**src/rtl/fft_stage_sched_if.sv**
```systemverilog
// Sample-RAM / twiddle-ROM / butterfly bus of the radix-2 FFT stage sequencer.
// master = sequencer side, slave = memory and butterfly side.
interface fft_stage_sched_if #(
    parameter int unsigned LOG2N   = 4,
    parameter int unsigned WORD_SZ = 32
);
    logic                 i_start;
    logic                 o_busy;
    logic                 o_done;
    logic [LOG2N-1:0]     o_stage;

    logic                 o_rd_en;
    logic [LOG2N-1:0]     o_rd_addr_a;
    logic [LOG2N-1:0]     o_rd_addr_b;
    logic [LOG2N-2:0]     o_tw_addr;
    logic [WORD_SZ-1:0]   i_rd_data_a;
    logic [WORD_SZ-1:0]   i_rd_data_b;
    logic [WORD_SZ-1:0]   i_tw_data;

    logic [WORD_SZ-1:0]   o_bf_A;
    logic [WORD_SZ-1:0]   o_bf_B;
    logic [WORD_SZ-1:0]   o_bf_twiddle;
    logic [WORD_SZ-1:0]   i_bf_A;
    logic [WORD_SZ-1:0]   i_bf_B;

    logic                 o_wr_en;
    logic [LOG2N-1:0]     o_wr_addr_a;
    logic [LOG2N-1:0]     o_wr_addr_b;
    logic [WORD_SZ-1:0]   o_wr_data_a;
    logic [WORD_SZ-1:0]   o_wr_data_b;

    modport master (
        input  i_start, i_rd_data_a, i_rd_data_b, i_tw_data, i_bf_A, i_bf_B,
        output o_busy, o_done, o_stage, o_rd_en, o_rd_addr_a, o_rd_addr_b, o_tw_addr,
               o_bf_A, o_bf_B, o_bf_twiddle,
               o_wr_en, o_wr_addr_a, o_wr_addr_b, o_wr_data_a, o_wr_data_b
    );

    modport slave (
        output i_start, i_rd_data_a, i_rd_data_b, i_tw_data, i_bf_A, i_bf_B,
        input  o_busy, o_done, o_stage, o_rd_en, o_rd_addr_a, o_rd_addr_b, o_tw_addr,
               o_bf_A, o_bf_B, o_bf_twiddle,
               o_wr_en, o_wr_addr_a, o_wr_addr_b, o_wr_data_a, o_wr_data_b
    );
endinterface

```
**src/rtl/fft_stage_sched.sv**
```systemverilog
// In-place radix-2 DIT FFT stage sequencer: one butterfly per cycle, read -> compute/write-back.
// Optional FFT_STAGE_SCHED_SCALE_EN halves each real/imag part on write-back (1/N overall).
module fft_stage_sched #(
    parameter int unsigned LOG2N    = 4,
    parameter int unsigned WORD_SZ  = 32,
    parameter int unsigned WORD_MID = 16
) (
    input  logic               i_CLK,
    input  logic               i_RST,
    fft_stage_sched_if.master  bus
);
    localparam int unsigned N      = 1 << LOG2N;
    localparam int unsigned HALF_N = N / 2;
    localparam int unsigned BF_W   = LOG2N - 1;
    localparam int unsigned TW_W   = LOG2N - 1;

    typedef enum logic [1:0] {
        S_IDLE  = 2'd0,
        S_RUN   = 2'd1,
        S_DRAIN = 2'd2,
        S_DONE  = 2'd3
    } state_t;

    state_t             state;
    state_t             state_nxt;
    logic [LOG2N-1:0]   stage;
    logic [LOG2N-1:0]   stage_nxt;
    logic [BF_W-1:0]    bfly;
    logic [BF_W-1:0]    bfly_nxt;

    logic               busy_d;
    logic               done_d;
    logic               rd_en_d;
    logic [LOG2N-1:0]   rd_addr_a_d;
    logic [LOG2N-1:0]   rd_addr_b_d;
    logic [TW_W-1:0]    tw_addr_d;

    logic               busy_q;
    logic               done_q;
    logic               rd_en_q;
    logic [LOG2N-1:0]   rd_addr_a_q;
    logic [LOG2N-1:0]   rd_addr_b_q;
    logic [TW_W-1:0]    tw_addr_q;
    logic               wr_en_q;
    logic [LOG2N-1:0]   wr_addr_a_q;
    logic [LOG2N-1:0]   wr_addr_b_q;

    // Upper-leg address: butterfly index with a zero bit inserted at position s.
    function automatic logic [LOG2N-1:0] pair_base(input logic [LOG2N-1:0] s,
                                                   input logic [BF_W-1:0]  b);
        logic [LOG2N-1:0] bx;
        logic [LOG2N-1:0] low_mask;
        bx       = LOG2N'(b);
        low_mask = (LOG2N'(1) << s) - LOG2N'(1);
        return ((bx & ~low_mask) << 1) | (bx & low_mask);
    endfunction

    function automatic logic [TW_W-1:0] tw_index(input logic [LOG2N-1:0] s,
                                                 input logic [BF_W-1:0]  b);
        logic [LOG2N-1:0] k;
        k = LOG2N'(b) & ((LOG2N'(1) << s) - LOG2N'(1));
        return TW_W'(k << (TW_W - 32'(s)));
    endfunction

    // Write-back word, optionally halving each signed real/imag part (floor).
    function automatic logic [WORD_SZ-1:0] wr_word(input logic [WORD_SZ-1:0] w);
        logic signed [WORD_MID-1:0] re;
        logic signed [WORD_MID-1:0] im;
        re = w[WORD_SZ-1 -: WORD_MID];
        im = w[WORD_MID-1:0];
`ifdef FFT_STAGE_SCHED_SCALE_EN
        return WORD_SZ'({re >>> 1, im >>> 1});
`else
        return WORD_SZ'({re, im});
`endif
    endfunction

    // State register
    always_ff @(posedge i_CLK) begin
        if (i_RST) begin
            state <= S_IDLE;
            stage <= '0;
            bfly  <= '0;
        end else begin
            state <= state_nxt;
            stage <= stage_nxt;
            bfly  <= bfly_nxt;
        end
    end

    // Next-state: N/2 issue cycles, one bubble per stage, then a done cycle
    always_comb begin
        state_nxt = state;
        stage_nxt = stage;
        bfly_nxt  = bfly;
        unique case (state)
            S_IDLE: begin
                if (bus.i_start) begin
                    state_nxt = S_RUN;
                    stage_nxt = '0;
                    bfly_nxt  = '0;
                end
            end
            S_RUN: begin
                if (bfly == BF_W'(HALF_N - 1)) begin
                    state_nxt = S_DRAIN;
                    bfly_nxt  = '0;
                end else begin
                    bfly_nxt = bfly + BF_W'(1);
                end
            end
            S_DRAIN: begin
                if (stage == LOG2N'(LOG2N - 1)) begin
                    state_nxt = S_DONE;
                end else begin
                    state_nxt = S_RUN;
                    stage_nxt = stage + LOG2N'(1);
                end
            end
            S_DONE: begin
                state_nxt = S_IDLE;
                stage_nxt = '0;
            end
            default: state_nxt = S_IDLE;
        endcase
    end

    // Output decode from the upcoming state so every control output is a flop
    always_comb begin
        busy_d      = 1'b0;
        done_d      = 1'b0;
        rd_en_d     = 1'b0;
        rd_addr_a_d = pair_base(stage_nxt, bfly_nxt);
        rd_addr_b_d = rd_addr_a_d + (LOG2N'(1) << stage_nxt);
        tw_addr_d   = tw_index(stage_nxt, bfly_nxt);
        unique case (state_nxt)
            S_RUN: begin
                busy_d  = 1'b1;
                rd_en_d = 1'b1;
            end
            S_DRAIN: busy_d = 1'b1;
            S_DONE: begin
                busy_d = 1'b1;
                done_d = 1'b1;
            end
            default: ;
        endcase
    end

    // Issue registers, and the one-cycle delayed copy used as write-back address
    always_ff @(posedge i_CLK) begin
        if (i_RST) begin
            busy_q      <= 1'b0;
            done_q      <= 1'b0;
            rd_en_q     <= 1'b0;
            rd_addr_a_q <= '0;
            rd_addr_b_q <= '0;
            tw_addr_q   <= '0;
            wr_en_q     <= 1'b0;
            wr_addr_a_q <= '0;
            wr_addr_b_q <= '0;
        end else begin
            busy_q  <= busy_d;
            done_q  <= done_d;
            rd_en_q <= rd_en_d;
            if (rd_en_d) begin
                rd_addr_a_q <= rd_addr_a_d;
                rd_addr_b_q <= rd_addr_b_d;
                tw_addr_q   <= tw_addr_d;
            end
            wr_en_q     <= rd_en_q;
            wr_addr_a_q <= rd_addr_a_q;
            wr_addr_b_q <= rd_addr_b_q;
        end
    end

    assign bus.o_busy       = busy_q;
    assign bus.o_done       = done_q;
    assign bus.o_stage      = stage;
    assign bus.o_rd_en      = rd_en_q;
    assign bus.o_rd_addr_a  = rd_addr_a_q;
    assign bus.o_rd_addr_b  = rd_addr_b_q;
    assign bus.o_tw_addr    = tw_addr_q;

    // Read data reaches the butterfly and its results return to RAM in the same cycle
    assign bus.o_bf_A       = bus.i_rd_data_a;
    assign bus.o_bf_B       = bus.i_rd_data_b;
    assign bus.o_bf_twiddle = bus.i_tw_data;

    assign bus.o_wr_en      = wr_en_q;
    assign bus.o_wr_addr_a  = wr_addr_a_q;
    assign bus.o_wr_addr_b  = wr_addr_b_q;
    assign bus.o_wr_data_a  = wr_word(bus.i_bf_A);
    assign bus.o_wr_data_b  = wr_word(bus.i_bf_B);

endmodule

```
**src/flat_wrapper.sv**
```systemverilog
// flat-port wrapper written by rule: the top's interface ports become plain ports
module fft_stage_sched_flat 
#(
    parameter int unsigned LOG2N    = 4,
    parameter int unsigned WORD_SZ  = 32,
    parameter int unsigned WORD_MID = 16
)
  (i_CLK, i_RST, bus_i_start, bus_i_rd_data_a, bus_i_rd_data_b, bus_i_tw_data, bus_i_bf_A, bus_i_bf_B, bus_o_busy, bus_o_done, bus_o_stage, bus_o_rd_en, bus_o_rd_addr_a, bus_o_rd_addr_b, bus_o_tw_addr, bus_o_bf_A, bus_o_bf_B, bus_o_bf_twiddle, bus_o_wr_en, bus_o_wr_addr_a, bus_o_wr_addr_b, bus_o_wr_data_a, bus_o_wr_data_b);
  fft_stage_sched_if #(.LOG2N(LOG2N), .WORD_SZ(WORD_SZ)) bus_i ();
  input  logic i_CLK;
  input  logic i_RST;
  input wire logic [$bits(bus_i.i_start)-1:0] bus_i_start;
  input wire logic [$bits(bus_i.i_rd_data_a)-1:0] bus_i_rd_data_a;
  input wire logic [$bits(bus_i.i_rd_data_b)-1:0] bus_i_rd_data_b;
  input wire logic [$bits(bus_i.i_tw_data)-1:0] bus_i_tw_data;
  input wire logic [$bits(bus_i.i_bf_A)-1:0] bus_i_bf_A;
  input wire logic [$bits(bus_i.i_bf_B)-1:0] bus_i_bf_B;
  output wire logic [$bits(bus_i.o_busy)-1:0] bus_o_busy;
  output wire logic [$bits(bus_i.o_done)-1:0] bus_o_done;
  output wire logic [$bits(bus_i.o_stage)-1:0] bus_o_stage;
  output wire logic [$bits(bus_i.o_rd_en)-1:0] bus_o_rd_en;
  output wire logic [$bits(bus_i.o_rd_addr_a)-1:0] bus_o_rd_addr_a;
  output wire logic [$bits(bus_i.o_rd_addr_b)-1:0] bus_o_rd_addr_b;
  output wire logic [$bits(bus_i.o_tw_addr)-1:0] bus_o_tw_addr;
  output wire logic [$bits(bus_i.o_bf_A)-1:0] bus_o_bf_A;
  output wire logic [$bits(bus_i.o_bf_B)-1:0] bus_o_bf_B;
  output wire logic [$bits(bus_i.o_bf_twiddle)-1:0] bus_o_bf_twiddle;
  output wire logic [$bits(bus_i.o_wr_en)-1:0] bus_o_wr_en;
  output wire logic [$bits(bus_i.o_wr_addr_a)-1:0] bus_o_wr_addr_a;
  output wire logic [$bits(bus_i.o_wr_addr_b)-1:0] bus_o_wr_addr_b;
  output wire logic [$bits(bus_i.o_wr_data_a)-1:0] bus_o_wr_data_a;
  output wire logic [$bits(bus_i.o_wr_data_b)-1:0] bus_o_wr_data_b;
  assign bus_i.i_start = bus_i_start;
  assign bus_i.i_rd_data_a = bus_i_rd_data_a;
  assign bus_i.i_rd_data_b = bus_i_rd_data_b;
  assign bus_i.i_tw_data = bus_i_tw_data;
  assign bus_i.i_bf_A = bus_i_bf_A;
  assign bus_i.i_bf_B = bus_i_bf_B;
  assign bus_o_busy = bus_i.o_busy;
  assign bus_o_done = bus_i.o_done;
  assign bus_o_stage = bus_i.o_stage;
  assign bus_o_rd_en = bus_i.o_rd_en;
  assign bus_o_rd_addr_a = bus_i.o_rd_addr_a;
  assign bus_o_rd_addr_b = bus_i.o_rd_addr_b;
  assign bus_o_tw_addr = bus_i.o_tw_addr;
  assign bus_o_bf_A = bus_i.o_bf_A;
  assign bus_o_bf_B = bus_i.o_bf_B;
  assign bus_o_bf_twiddle = bus_i.o_bf_twiddle;
  assign bus_o_wr_en = bus_i.o_wr_en;
  assign bus_o_wr_addr_a = bus_i.o_wr_addr_a;
  assign bus_o_wr_addr_b = bus_i.o_wr_addr_b;
  assign bus_o_wr_data_a = bus_i.o_wr_data_a;
  assign bus_o_wr_data_b = bus_i.o_wr_data_b;
  fft_stage_sched #(.LOG2N(LOG2N), .WORD_SZ(WORD_SZ), .WORD_MID(WORD_MID)) u_core (.i_CLK(i_CLK), .i_RST(i_RST), .bus(bus_i));
endmodule
```
**config.mk**
```make
export PLATFORM = sky130hd
export DESIGN_NAME = fft_stage_sched_flat
export DESIGN_NICKNAME = d
export VERILOG_FILES = /design/src/rtl/fft_stage_sched_if.sv /design/src/rtl/fft_stage_sched.sv /design/src/flat_wrapper.sv
export SDC_FILE = /design/constraint.sdc
export NUM_CORES = 1
export LEC_CHECK = 0
export BUFFER_PORTS_ARGS = -buffer_cell sky130_fd_sc_hd__buf_2
export CAP_MARGIN = 5
export CORE_AREA = 2 2 136 138
export CTS_CLUSTER_DIAMETER = 50
export DETAILED_ROUTE_END_ITERATION = 10
export DIE_AREA = 0 0 138 140
export HOLD_SLACK_MARGIN = 0.06
export PLACE_DENSITY = 0.54
export SYNTH_ARGS = -nofsm -noshare
export SYNTH_HDL_FRONTEND = slang
export SYNTH_SLANG_ARGS = --single-unit
```
**constraint.sdc**
```tcl
create_clock -name i_CLK -period 3.7 [get_ports i_CLK]
set_input_delay 0.185 -clock i_CLK [delete_from_list [all_inputs] [get_ports i_CLK]]
set_output_delay 0.185 -clock i_CLK [all_outputs]
set_load 0.005 [all_outputs]
```
==> results of run 1 <==
## worst max path at each step
stage               depth (start not counted)                                      to                        startpoint  slack (ns)
floorplan                                  16  u_core.bus.o_rd_addr_b[3]$_SDFFE_PP0P_  u_core.bus.o_stage[1]$_SDFF_PP0_        0.03
global placement                           16  u_core.bus.o_rd_addr_b[3]$_SDFFE_PP0P_  u_core.bus.o_stage[0]$_SDFF_PP0_        0.24
detailed placement                         16  u_core.bus.o_rd_addr_b[3]$_SDFFE_PP0P_  u_core.bus.o_stage[0]$_SDFF_PP0_        0.21
CTS                                        16  u_core.bus.o_rd_addr_b[3]$_SDFFE_PP0P_  u_core.bus.o_stage[0]$_SDFF_PP0_        0.16
global route                               16  u_core.bus.o_rd_addr_b[3]$_SDFFE_PP0P_  u_core.bus.o_stage[0]$_SDFF_PP0_        0.02
finish                                     16  u_core.bus.o_rd_addr_b[3]$_SDFFE_PP0P_  u_core.bus.o_stage[0]$_SDFF_PP0_        0.17
## power groups by stage
stage | Clock, W | Combinational (W) | Sequential [W]
final | 0.000424 | 0.0000792 | 0.000374
after global placement | 0 | 0.0000803 | 0.000382
after detailed placement | 0 | 0.0000799 | 0.000382
after CTS | 0.000434 | 0.0000804 | 0.000375
after floorplan | 0 | 0.000182 | 0.000383
after global routing | 0.000452 | 0.0000890 | 0.000377
## layout by cell type (no fill, tap or decap), drive strengths merged, types with 3 or more instances in the layout
cell type and n:
nand2b 4, inv 9, nor2 14, buf 38, clkbuf 6, ha 6, a22oi 6, o22a 3
nand2 11, nand3 9, dfxtp 32, a31oi 3, o21a 3, a21o 3, nand4 5, o21ai 4
nor2b 10, a21oi 7
## timing repair
item,CTS,global route
endpoints found under the hold margin,0,0
endpoints found under the setup margin,0,1
gates resized for setup,0,2
buffers inserted,0,1
## Yosys cell counts, types with 2 or more instances
library cell    n
a21o_1          3
a21oi_1         7
a22o_1          2
a22oi_1         6
a2bb2oi_1       2
a31oi_1         3
a32oi_1         2
buf_2           3
buf_4         161
dfxtp_1        32
ha_1            6
inv_1           9
mux2i_1         2
nand2_1        11
nand2b_1        4
nand3_1         9
nand3b_1        2
nand4_1         5
nor2_1         14
nor2b_1         9
o21a_1          3
o21ai_0         3
o21bai_1        2
o22a_1          3
o22ai_1         2
o32a_1          2
## final cells by class
class / count / area, µm² / area share [%]
well taps: 229 / 287 / 13.3
inverters: 9 / 33.8 / 1.57
multi-input cells: 123 / 826 / 38.4
flip-flops and latches: 32 / 641 / 29.8
repair buffers: 38 / 213 / 9.90
clock inverters: 2 / 10.0 / 0.466
clock buffers: 6 / 139 / 6.46
## routing by layer
| layer | track usage (%) | part of all wire (%) | up-vias |
|---|---|---|---|
| met3 | 6.46 | 18 | 54 |
| met2 | 12.3 | 47 | 133 |
| li1 | - | - | 698 |
| met1 | 5.60 | 29 | 729 |
| met5 | 0 | 0 | - |
| met4 | 6.02 | 6.0 | 0 |
## flip-flops by register name, summed over array words and instances, names as in the netlist
signal and flops:
u_core.bfly 3, u_core.bus.o_busy 1, u_core.bus.o_done 1, u_core.bus.o_rd_addr_a 4, u_core.bus.o_rd_addr_b 4, u_core.bus.o_rd_en 1
u_core.bus.o_stage 4, u_core.bus.o_tw_addr 3, u_core.bus.o_wr_addr_a 4, u_core.bus.o_wr_addr_b 4, u_core.bus.o_wr_en 1, u_core.state 2
## worst max-delay path, cell delays in order (launching register included)
cell	delay (ns)
dfxtp_1	0.33
ha_1	0.18
or3b_4	0.42
o32a_1	0.19
a222oi_1	0.33
and2_4	0.22
inv_1	0.04
ha_1	0.19
inv_2	0.08
a31o_1	0.09
a21oi_1	0.08
or2_1	0.25
ha_1	0.32
a21o_1	0.21
a21o_1	0.17
a22o_1	0.18
a32oi_1	0.18
## through the flow
| step | std cells | worst slack, ns | hold WS, ns | cell area (µm²) | utilization (%) |
|---|---|---|---|---|---|
| floorplan | 331 | 0.0331 | 0.266 | 2740 | - |
| CTS | 438 | 0.163 | 0.319 | 2140 | 12.0 |
| finish | 439 | 0.173 | 0.322 | 2150 | 12.1 |
| global route | 439 | 0.0190 | 0.363 | 2150 | 12.1 |
| global placement | 430 | 0.235 | 0.370 | 1990 | 11.2 |
| detailed placement | 430 | 0.205 | 0.370 | 1990 | 11.2 |
## logic make-up after synthesis
group,after synthesis
DFF,32
xor gates and xnor gates,1
and+or+nand+nor,63
AOI/OAI and AO/OA,49
buffers and inverters,176
adders and majority gates,7
muxes,2
other,1
==> flow_summary.rst, run 1 <==
.. list-table::
   :header-rows: 1

   * - Metric
     - Value
   * - Post-synth EDFFs
     - 0
   * - Number of nets still failing antenna checks after routing
     - 0
   * - Post-synthesis share of cell area spent on and, or, nand and nor gates
     - between 10% and 20%
   * - Static power due to leakage
     - slightly below 0.9 nW
   * - Crit path kind
     - register to register
   * - Run status
     - finished, final reports clean
   * - Share of cell area taken by muxes after synthesis
     - less than 1%
   * - Wire length of the first global-routing pass
     - between 10000 and 15000 µm
   * - Number of H-tree branching levels
     - 2
   * - Clock Sinks
     - 32
   * - GRT Total Usage
     - approximately 7.5%
   * - Die Span Y
     - between 100 and 150 µm
   * - Terminating pin of the worst hold path
     - u_core.bfly[2]$_SDFF_PP0_
   * - Combinational Power Share
     - under 10%
   * - Depth of the worst register-to-register path
     - 16
   * - RSZ-0062 raised after global routing
     - false
   * - Switching part of the total
     - about a quarter
   * - Residual overflow from global routing
     - 0
   * - Total half-perimeter wirelength after legalization and detailed placement
     - slightly above 6000 µm
   * - Synthesized-area fraction occupied by ao, oa, aoi and oai cells
     - about an eighth
   * - Antenna Diode Count
     - 0
   * - Layout overhead on the synthesized area
     - -21.6%
   * - Hold Path Cell Cnt
     - 2
   * - Largest net degree at the start of global routing
     - 24
   * - Arrival @ worst endpoint
     - roughly 3.7 ns
   * - Async set or reset register ratio after synthesis
     - 0%
   * - Setup crit end kind
     - register
   * - Final estimated routing congestion in global placement
     - roughly 0.82
   * - Period Utilization, post-route
     - a little over nine tenths
   * - Buffer depth of the longest clock path
     - 2
   * - R2r startpoint
     - u_core.bus.o_stage[0]$_SDFF_PP0_
   * - Net count after synthesis
     - 501
   * - Prevailing post-synth register cell
     - dfxtp_1
   * - Number of global-route vias before repair
     - 1653
   * - Pwr dens
     - approximately 410 mW/mm²
   * - CTS tree
     - yes
   * - Post-CTS Hold Fix Bufs
     - 0
   * - Clock share of power
     - between 40% and 50%
   * - Fraction of final layout cells sized beyond drive strength 1
     - between 20% and 30%
   * - Register bit total from synthesis
     - 32
   * - Detailed-routing iteration count for the pre-antenna-repair pass
     - 4
   * - Final TNS setup
     - 0 ns
   * - Launching element type of the critical path
     - register
   * - Routed length per placed instance
     - approximately 17 µm
   * - Cell types with the largest area share after synthesis
     - buf_4 (44%), dfxtp_1 (23%), ha_1 (2.7%)
   * - Fraction of post-synthesis cell area in the top cell type by area
     - between 40% and 50%
   * - Fillers
     - a little over 2000
   * - Average instance area after synthesis
     - 8.28 µm²
   * - Worst slew margin
     - between 60% and 70%
   * - Dominant cell type by area after synthesis
     - buf_4
   * - Routed vias
     - approximately 1600
   * - Post-route DRC
     - 0
   * - Power spent charging and discharging nets
     - ~0.00021 W
   * - Site Rows
     - 49
   * - Die Width
     - 138 µm
   * - Setup violations, final
     - 0
   * - Sequential fraction of the synthesis area
     - a little under a quarter
   * - Number of DRC markers in iteration 0
     - between 60 and 70
   * - Total power
     - roughly 0.00088 W
   * - Max-slew violations
     - 0
   * - Number of hold-slack violations in the final timing report
     - 0
   * - Portion of total power attributed to sequential cells
     - 42.7%
   * - Required time of the worst setup path
     - 3.91 ns
   * - Internal Pwr Total
     - ~0.00066 W
   * - Post-synthesis xor/xnor area fraction
     - less than 1%
   * - Detailed-route vias per instance
     - ~3.7
   * - Clock-pin transition on the worst setup and hold timing paths
     - around 0.060 ns
   * - Final net count
     - between 300 and 400
   * - Number of buffers inserted by port buffering
     - 29
   * - Main combinational cell family by area after synthesis
     - buffers and inverters
   * - Mapped Area
     - between 0.002 and 0.003 mm²
   * - Total wire length after detailed routing
     - ~7700 µm
   * - Final critical delay including setup and external delays
     - 3.53 ns
   * - Synthesized-area fraction occupied by adder cells
     - under 10%
   * - Synth Warn #
     - 0
   * - Antenna violations before repair
     - 0
   * - Skew final
     - 0.00971 ns
   * - Die Area
     - 0.0193 mm²
   * - Peak VDD IR
     - roughly 0.18 mV
   * - Min-delay worst type
     - input port to register
   * - Launch point of the worst hold path
     - i_RST
   * - Number of distinct library cells after synthesis
     - 50
   * - Core area
     - 0.0178 mm²
   * - Transition time at the pin with the least slew margin
     - roughly 0.57 ns
   * - Initial core utilization
     - about 15%
   * - Top fanout value on the critical path
     - 5
   * - Clock latency at the later pin of the worst-skew pair
     - 0.29 ns
   * - Num ports
     - 350
   * - Register-to-register setup slack
     - between 0.15 and 0.2 ns
   * - Reg-to-reg critical path endpoint
     - u_core.bus.o_rd_addr_b[3]$_SDFFE_PP0P_
   * - Root cell of the clock tree
     - clkbuf_16
   * - Maximum achievable frequency
     - roughly 280 MHz
   * - Clock buffers created by TritonCTS
     - 5
   * - Gate Count Post-Synth
     - 331
   * - Max-cap violations
     - 0
(Power assumes the default switching activity.)
==> run 2: changes to the inputs <==
- BUFFER_PORTS_ARGS: -buffer_cell sky130_fd_sc_hd__buf_2 -> -buffer_cell sky130_fd_sc_hd__clkbuf_2
- CORE_AREA: 2 2 136 138 -> 2 2 137 139
- DIE_AREA: 0 0 138 140 -> 0 0 139 141
- PLACE_DENSITY: 0.54 -> 0.52
- clock period: 3.7 -> 3.9 ns (I/O delays scaled with it)
==> flow_summary.rst, run 2 (synthesized netlist as in run 1, its figures left out) <==
.. list-table::
   :header-rows: 1

   * - Metric
     - Value
   * - Layout overhead on the synthesized area
     - -22.5%
   * - Pwr dens
     - 385 mW/mm²
   * - Design area
     - 0.00213 mm²
   * - Leading cell types in the layout, fill and taps excluded
     - dfxtp_1 (32), clkbuf_2 (29), nor2_1 (14), nand2_1 (11)
   * - Fraction of final layout cells sized beyond drive strength 1
     - 23.3%
   * - Site Rows
     - 50
   * - GRT Total Usage
     - around 6.9%
   * - Root cell of the clock tree
     - clkbuf_16
   * - Residual overflow from global routing
     - 0
   * - Clock Sinks
     - 32
   * - Portion of total power attributed to sequential cells
     - roughly 44%
   * - Maximum achievable frequency
     - between 200 and 300 MHz
   * - Die Area
     - slightly below 0.02 mm²
   * - Static power due to leakage
     - 0.813 nW
   * - Final TNS setup
     - 0 ns
   * - RSZ-0062 raised after global routing
     - false
   * - Final worst hold slack
     - between 0.3 and 0.4 ns
   * - Switching part of the total
     - between 20% and 30%
   * - Routed vias
     - between 1500 and 2000
   * - Run status
     - finished, final reports clean
   * - Launching element type of the critical path
     - register
   * - Initial core utilization
     - 15.0%
   * - CTS tree
     - yes
   * - Worst slew margin
     - between 60 and 70%
   * - Skew final
     - a little over 0.005 ns
   * - Internal Pwr Total
     - roughly 0.00062 W
   * - Min-delay worst type
     - input port to primary output
   * - Total wire length after detailed routing
     - 7170 µm
   * - Wire length of the first global-routing pass
     - ~10000 µm
   * - Final estimated routing congestion in global placement
     - roughly 0.87
   * - Power spent charging and discharging nets
     - 0.000202 W
   * - Number of H-tree branching levels
     - 2
   * - Number of buffers inserted by port buffering
     - 29
   * - Max-cap violations
     - 0
   * - Num ports
     - 350
   * - Routed length per placed instance
     - between 15 and 20 µm
   * - Transition time at the pin with the least slew margin
     - a little under 0.6 ns
   * - Combinational Power Share
     - 9.1%
   * - Antenna violations before repair
     - 0
   * - Detailed-routing iteration count for the pre-antenna-repair pass
     - 4
   * - Top fanout value on the critical path
     - 7
   * - Post-route DRC
     - 0
   * - Total power
     - 0.000818 W
   * - Final net count
     - between 300 and 400
   * - Setup crit end kind
     - register
   * - Clock latency at the later pin of the worst-skew pair
     - 0.28 ns
   * - Crit path kind
     - register to register
   * - Clock-pin transition on the worst setup and hold timing paths
     - 0.06 ns
   * - Core area
     - 0.0183 mm²
   * - Number of nets still failing antenna checks after routing
     - 0
   * - Arrival @ worst endpoint
     - 3.87 ns
   * - Clock buffers created by TritonCTS
     - 5
   * - Setup violations, final
     - 0
   * - Placed inst area
     - just under 0.002 mm²
   * - Final critical delay including setup and external delays
     - approximately 3.7 ns
   * - Number of DRC markers in iteration 0
     - 40
   * - Most common cell after layout, fill and taps aside
     - dfxtp_1
   * - Detailed-route vias per instance
     - approximately 3.7
   * - Antenna Diode Count
     - 0
   * - Required time of the worst setup path
     - ~4.1 ns
   * - Total half-perimeter wirelength after legalization and detailed placement
     - roughly 5900 µm
   * - Max-slew violations
     - 0
   * - Clock share of power
     - between 40% and 50%
   * - Largest net degree at the start of global routing
     - 24
   * - Count of buffers added by post-CTS timing repair for setup
     - 0
   * - Fillers
     - about 2100
   * - Period Utilization, post-route
     - between 90 and 100%
   * - Die Width
     - between 100 and 150 µm
   * - Post-CTS Hold Fix Bufs
     - 0
   * - Number of hold-slack violations in the final timing report
     - 0
   * - Die Span Y
     - approximately 140 µm
   * - Buffer depth of the longest clock path
     - 2
   * - Peak VDD IR
     - roughly 0.14 mV
   * - Number of global-route vias before repair
     - ~1700
[run 2: layout make-up]
cell class                 count  area, µm²  area share [%]
clock buffer                   5        125            5.89
clock inverter                 3       23.8            1.12
inverter                       9       33.8            1.59
multi-input combinational    123        827            38.9
sequential                    32        641            30.1
tap                          234        293            13.8
timing repair buffer          34        183            8.59
[run 2: path summary, 6_finish.rpt]
path	cells after the start	startpoint	to	slack [ns]
setup reg to reg	16	u_core.bus.o_stage[0]$_SDFF_PP0_	u_core.bus.o_rd_addr_b[3]$_SDFFE_PP0P_	0.22
setup / recovery	16	u_core.bus.o_stage[0]$_SDFF_PP0_	u_core.bus.o_rd_addr_b[3]$_SDFFE_PP0P_	0.22
hold / removal	0	bus_i_rd_data_a[17]	bus_o_bf_A[17]	0.39
hold reg to reg	1	u_core.bus.o_rd_en$_SDFF_PP0_	u_core.bus.o_wr_en$_SDFF_PP0_	0.46
[run 2: metrics by stage]
stage,worst slack (ns),utilization [%],std cells
6_report,0.222,11.6,440
5_1_grt,0.0229,11.6,440
4_1_cts,0.222,11.6,440
3_5_place_dp,0.257,10.8,432
3_3_place_gp,0.361,10.8,432
2_1_floorplan,0.233,-,331
[run 2: what timing repair did]
item                                   4_1_cts  5_1_grt
gates resized for setup                      0        1
setup endpoints to repair                    0        1
endpoints found under the hold margin        0        0
[run 2: critical path, cell delays in order, from the launching register on]
cell and delay [ns]:
dfxtp_1 0.35, ha_2 0.25, or3b_4 0.43, o32a_1 0.18, a222oi_1 0.28, and2_2 0.26
inv_1 0.05, ha_1 0.19, inv_1 0.11, a31o_1 0.11, a21oi_1 0.08, or2_1 0.26
ha_1 0.31, a21o_1 0.20, a21o_1 0.17, a22o_1 0.17, a32oi_1 0.19
[run 2: layer usage]
layer	wire length (µm)	track usage (%)	share of wire (%)
met2	3480	11.5	49
met3	1220	4.99	17
met4	429	5.05	6.0
met5	0	0	0
met1	2040	5.56	28
[run 2: power by group through the flow]
stage / Combinational, W / Sequential, W / Clock (W)
global placement: 0.0000759 / 0.000363 / 0
finish: 0.0000742 / 0.000356 / 0.000388
floorplan: 0.000173 / 0.000364 / 0
global route: 0.0000831 / 0.000358 / 0.000418
CTS: 0.0000758 / 0.000356 / 0.000396
detailed placement: 0.0000750 / 0.000363 / 0
==> run 3: changes to the inputs <==
- PLACE_DENSITY: 0.52 -> 0.45
- SLEW_MARGIN: unset -> 40
==> flow_summary.rst, run 3 (synthesized netlist as in run 1, its figures left out) <==
.. list-table::
   :header-rows: 1

   * - Metric
     - Value
   * - Post-route DRC
     - 0
   * - Arrival @ worst endpoint
     - 3.88 ns
   * - Total wire length after detailed routing
     - slightly below 7000 µm
   * - Max-cap violations
     - 0
   * - Peak VDD IR
     - ~0.15 mV
   * - Final net count
     - ~380
   * - Layout overhead on the synthesized area
     - -21.2%
   * - GRT Total Usage
     - under 10%
   * - Residual overflow from global routing
     - 0
   * - Top delay family on crit path
     - compound AO/OA/AOI/OAI gates
   * - Final critical delay including setup and external delays
     - 3.68 ns
   * - Terminating pin of the worst hold path
     - u_core.state[0]$_SDFF_PP0_
   * - Final estimated routing congestion in global placement
     - between 0.8 and 0.9
   * - CP cell instances
     - ha_4 > or3b_4 > o32a_1 > a222oi_1 > and2_4 > inv_1 > ha_1 > inv_1 > a31o_1 > a21oi_1 > or2_1 > ha_1 > a21o_1 > a21o_1 > a22o_1 > a32oi_1
   * - Critical Path Max Stage Delay
     - ~0.41 ns
   * - Antenna violations before repair
     - 0
   * - Bufs and invs on worst path
     - 2
   * - Initial core utilization
     - about 15%
   * - Launching element type of the critical path
     - register
   * - Maximum achievable frequency
     - roughly 270 MHz
   * - Max-slew violations
     - 0
   * - Number of nets still failing antenna checks after routing
     - 0
   * - Min-delay worst type
     - input port to register
   * - Setup crit end kind
     - register
   * - Most common cell after layout, fill and taps aside
     - dfxtp_1
   * - Launch point of the worst hold path
     - bus_i_start
   * - Reg-to-reg critical path endpoint
     - u_core.bus.o_rd_addr_b[3]$_SDFFE_PP0P_
   * - Slowest CP cell
     - or3b_4
   * - Combinational Power Share
     - 8.4%
   * - Static power due to leakage
     - 0.829 nW
   * - Core area
     - between 0.015 and 0.02 mm²
   * - Die Span Y
     - ~140 µm
   * - Root cell of the clock tree
     - clkbuf_16
   * - Detailed-route vias per instance
     - roughly 3.5
   * - Number of buffers inserted by port buffering
     - 29
   * - Die Width
     - roughly 140 µm
   * - Setup violations, final
     - 0
   * - Post-CTS Hold Fix Bufs
     - 0
   * - Clock latency at the later pin of the worst-skew pair
     - 0.28 ns
   * - Final TNS setup
     - 0 ns
   * - Clock buffers created by TritonCTS
     - 5
   * - Run status
     - finished, final reports clean
   * - Die Area
     - 0.0196 mm²
   * - Site Rows
     - 50
   * - CTS tree
     - yes
   * - Period Utilization, post-route
     - a little over nine tenths
   * - Fraction of final layout cells sized beyond drive strength 1
     - about a quarter
   * - Number of H-tree branching levels
     - 2
   * - Routed length per placed instance
     - 15.8 µm
   * - Worst slew margin
     - a little under three fifths
   * - Antenna Diode Count
     - 0
   * - Depth of the worst register-to-register path
     - 16
   * - RSZ-0062 raised after global routing
     - false
   * - Number of DRC markers in iteration 0
     - 100
   * - Crit path kind
     - register to register
   * - Hold Path Cell Cnt
     - 3
   * - Clock share of power
     - around 51%
   * - Switching part of the total
     - between 20 and 25%
   * - Required time of the worst setup path
     - roughly 4.1 ns
   * - Fillers
     - approximately 2100
   * - Power spent charging and discharging nets
     - 0.000194 W
   * - Routed vias
     - 1543
   * - Leading cell types in the layout, fill and taps excluded
     - dfxtp_1 (31), clkbuf_2 (29), nor2_1 (14), nand2_1 (11)
   * - Register-to-register setup slack
     - ~0.22 ns
   * - Clock Sinks
     - 32
   * - Number of hold-slack violations in the final timing report
     - 0
   * - Clock-pin transition on the worst setup and hold timing paths
     - about 0.050 ns
   * - Detailed-routing iteration count for the pre-antenna-repair pass
     - 4
   * - Path length in cells of the critical path
     - 16
   * - Total half-perimeter wirelength after legalization and detailed placement
     - approximately 5700 µm
   * - R2r startpoint
     - u_core.bus.o_stage[0]$_SDFF_PP0_
   * - Buffer depth of the longest clock path
     - 2
   * - Number of global-route vias before repair
     - ~1600
   * - Top fanout value on the critical path
     - 7
   * - Wire length of the first global-routing pass
     - 10100 µm
   * - Pwr dens
     - 403 mW/mm²
   * - Final worst hold slack
     - between 0.3 and 0.4 ns
   * - Internal Pwr Total
     - between 0.0006 and 0.0007 W
   * - Num ports
     - 350
   * - Transition time at the pin with the least slew margin
     - 0.660 ns
   * - Largest net degree at the start of global routing
     - 24
   * - Skew final
     - about 0.0025 ns
   * - Portion of total power attributed to sequential cells
     - between 40% and 50%
run 3: worst max-delay path by stage:
stage                                     start                                     end  slack, ns
3_5_place_dp   u_core.bus.o_stage[1]$_SDFF_PP0_  u_core.bus.o_rd_addr_b[3]$_SDFFE_PP0P_       0.07
4_1_cts        u_core.bus.o_stage[1]$_SDFF_PP0_  u_core.bus.o_rd_addr_b[3]$_SDFFE_PP0P_       0.05
3_3_place_gp   u_core.bus.o_stage[1]$_SDFF_PP0_  u_core.bus.o_rd_addr_b[3]$_SDFFE_PP0P_       0.24
5_1_grt        u_core.bus.o_stage[0]$_SDFF_PP0_  u_core.bus.o_rd_addr_b[3]$_SDFFE_PP0P_      0.006
6_report       u_core.bus.o_stage[0]$_SDFF_PP0_  u_core.bus.o_rd_addr_b[3]$_SDFFE_PP0P_       0.22
2_1_floorplan  u_core.bus.o_stage[1]$_SDFF_PP0_  u_core.bus.o_rd_addr_b[3]$_SDFFE_PP0P_       0.23
run 3: tightest hold or removal path: stages:
cell and delay (ns):
clkbuf_2 0.10, o21bai_1 0.13, a21oi_1 0.20
run 3: metal layers:
layer,global-route usage (%),share of wire [%]
met1,5.65,29
met4,5.42,5.5
met2,12.4,54
met3,3.63,11
met5,0,0
run 3: power by group through the flow:
stage               combinational [W]  clock [W]  sequential (W)
floorplan                    0.000173          0        0.000364
global placement            0.0000758          0        0.000364
detailed placement          0.0000747          0        0.000364
CTS                         0.0000758   0.000453        0.000357
global route                0.0000825   0.000468        0.000358
finish                      0.0000736   0.000442        0.000356
run 3: area by class of cell:
| type | count | area [µm²] | area share, % |
|---|---|---|---|
| Tap cell | 234 | 293 | 13.6 |
| Clock inverter | 3 | 42.5 | 1.97 |
| Multi-Input combinational cell | 123 | 838 | 38.8 |
| Sequential cell | 32 | 644 | 29.8 |
| Clock buffer | 5 | 125 | 5.79 |
| Timing Repair Buffer | 34 | 183 | 8.46 |
| Inverter | 9 | 33.8 | 1.56 |
run 3: through the flow:
| stage | total power [W] | worst slack, ns | instance area (µm²) | utilization [%] | instances |
|---|---|---|---|---|---|
| detailed placement | 0.000438 | 0.0744 | 1970 | 10.8 | 431 |
| CTS | 0.000885 | 0.0468 | 2130 | 11.7 | 439 |
| floorplan | 0.000537 | 0.233 | 2740 | - | 331 |
| global route | 0.000909 | 0.00646 | 2160 | 11.8 | 440 |
| global placement | 0.000440 | 0.241 | 1970 | 10.8 | 431 |
| finish | 0.000871 | 0.218 | 2160 | 11.8 | 440 |
run 3: timing repair:
item | 4_1_cts | 5_1_grt
gates resized for setup | 0 | 5
setup endpoints to repair | 0 | 1
hold endpoints to repair | 0 | 0
setup buffers | 0 | 1
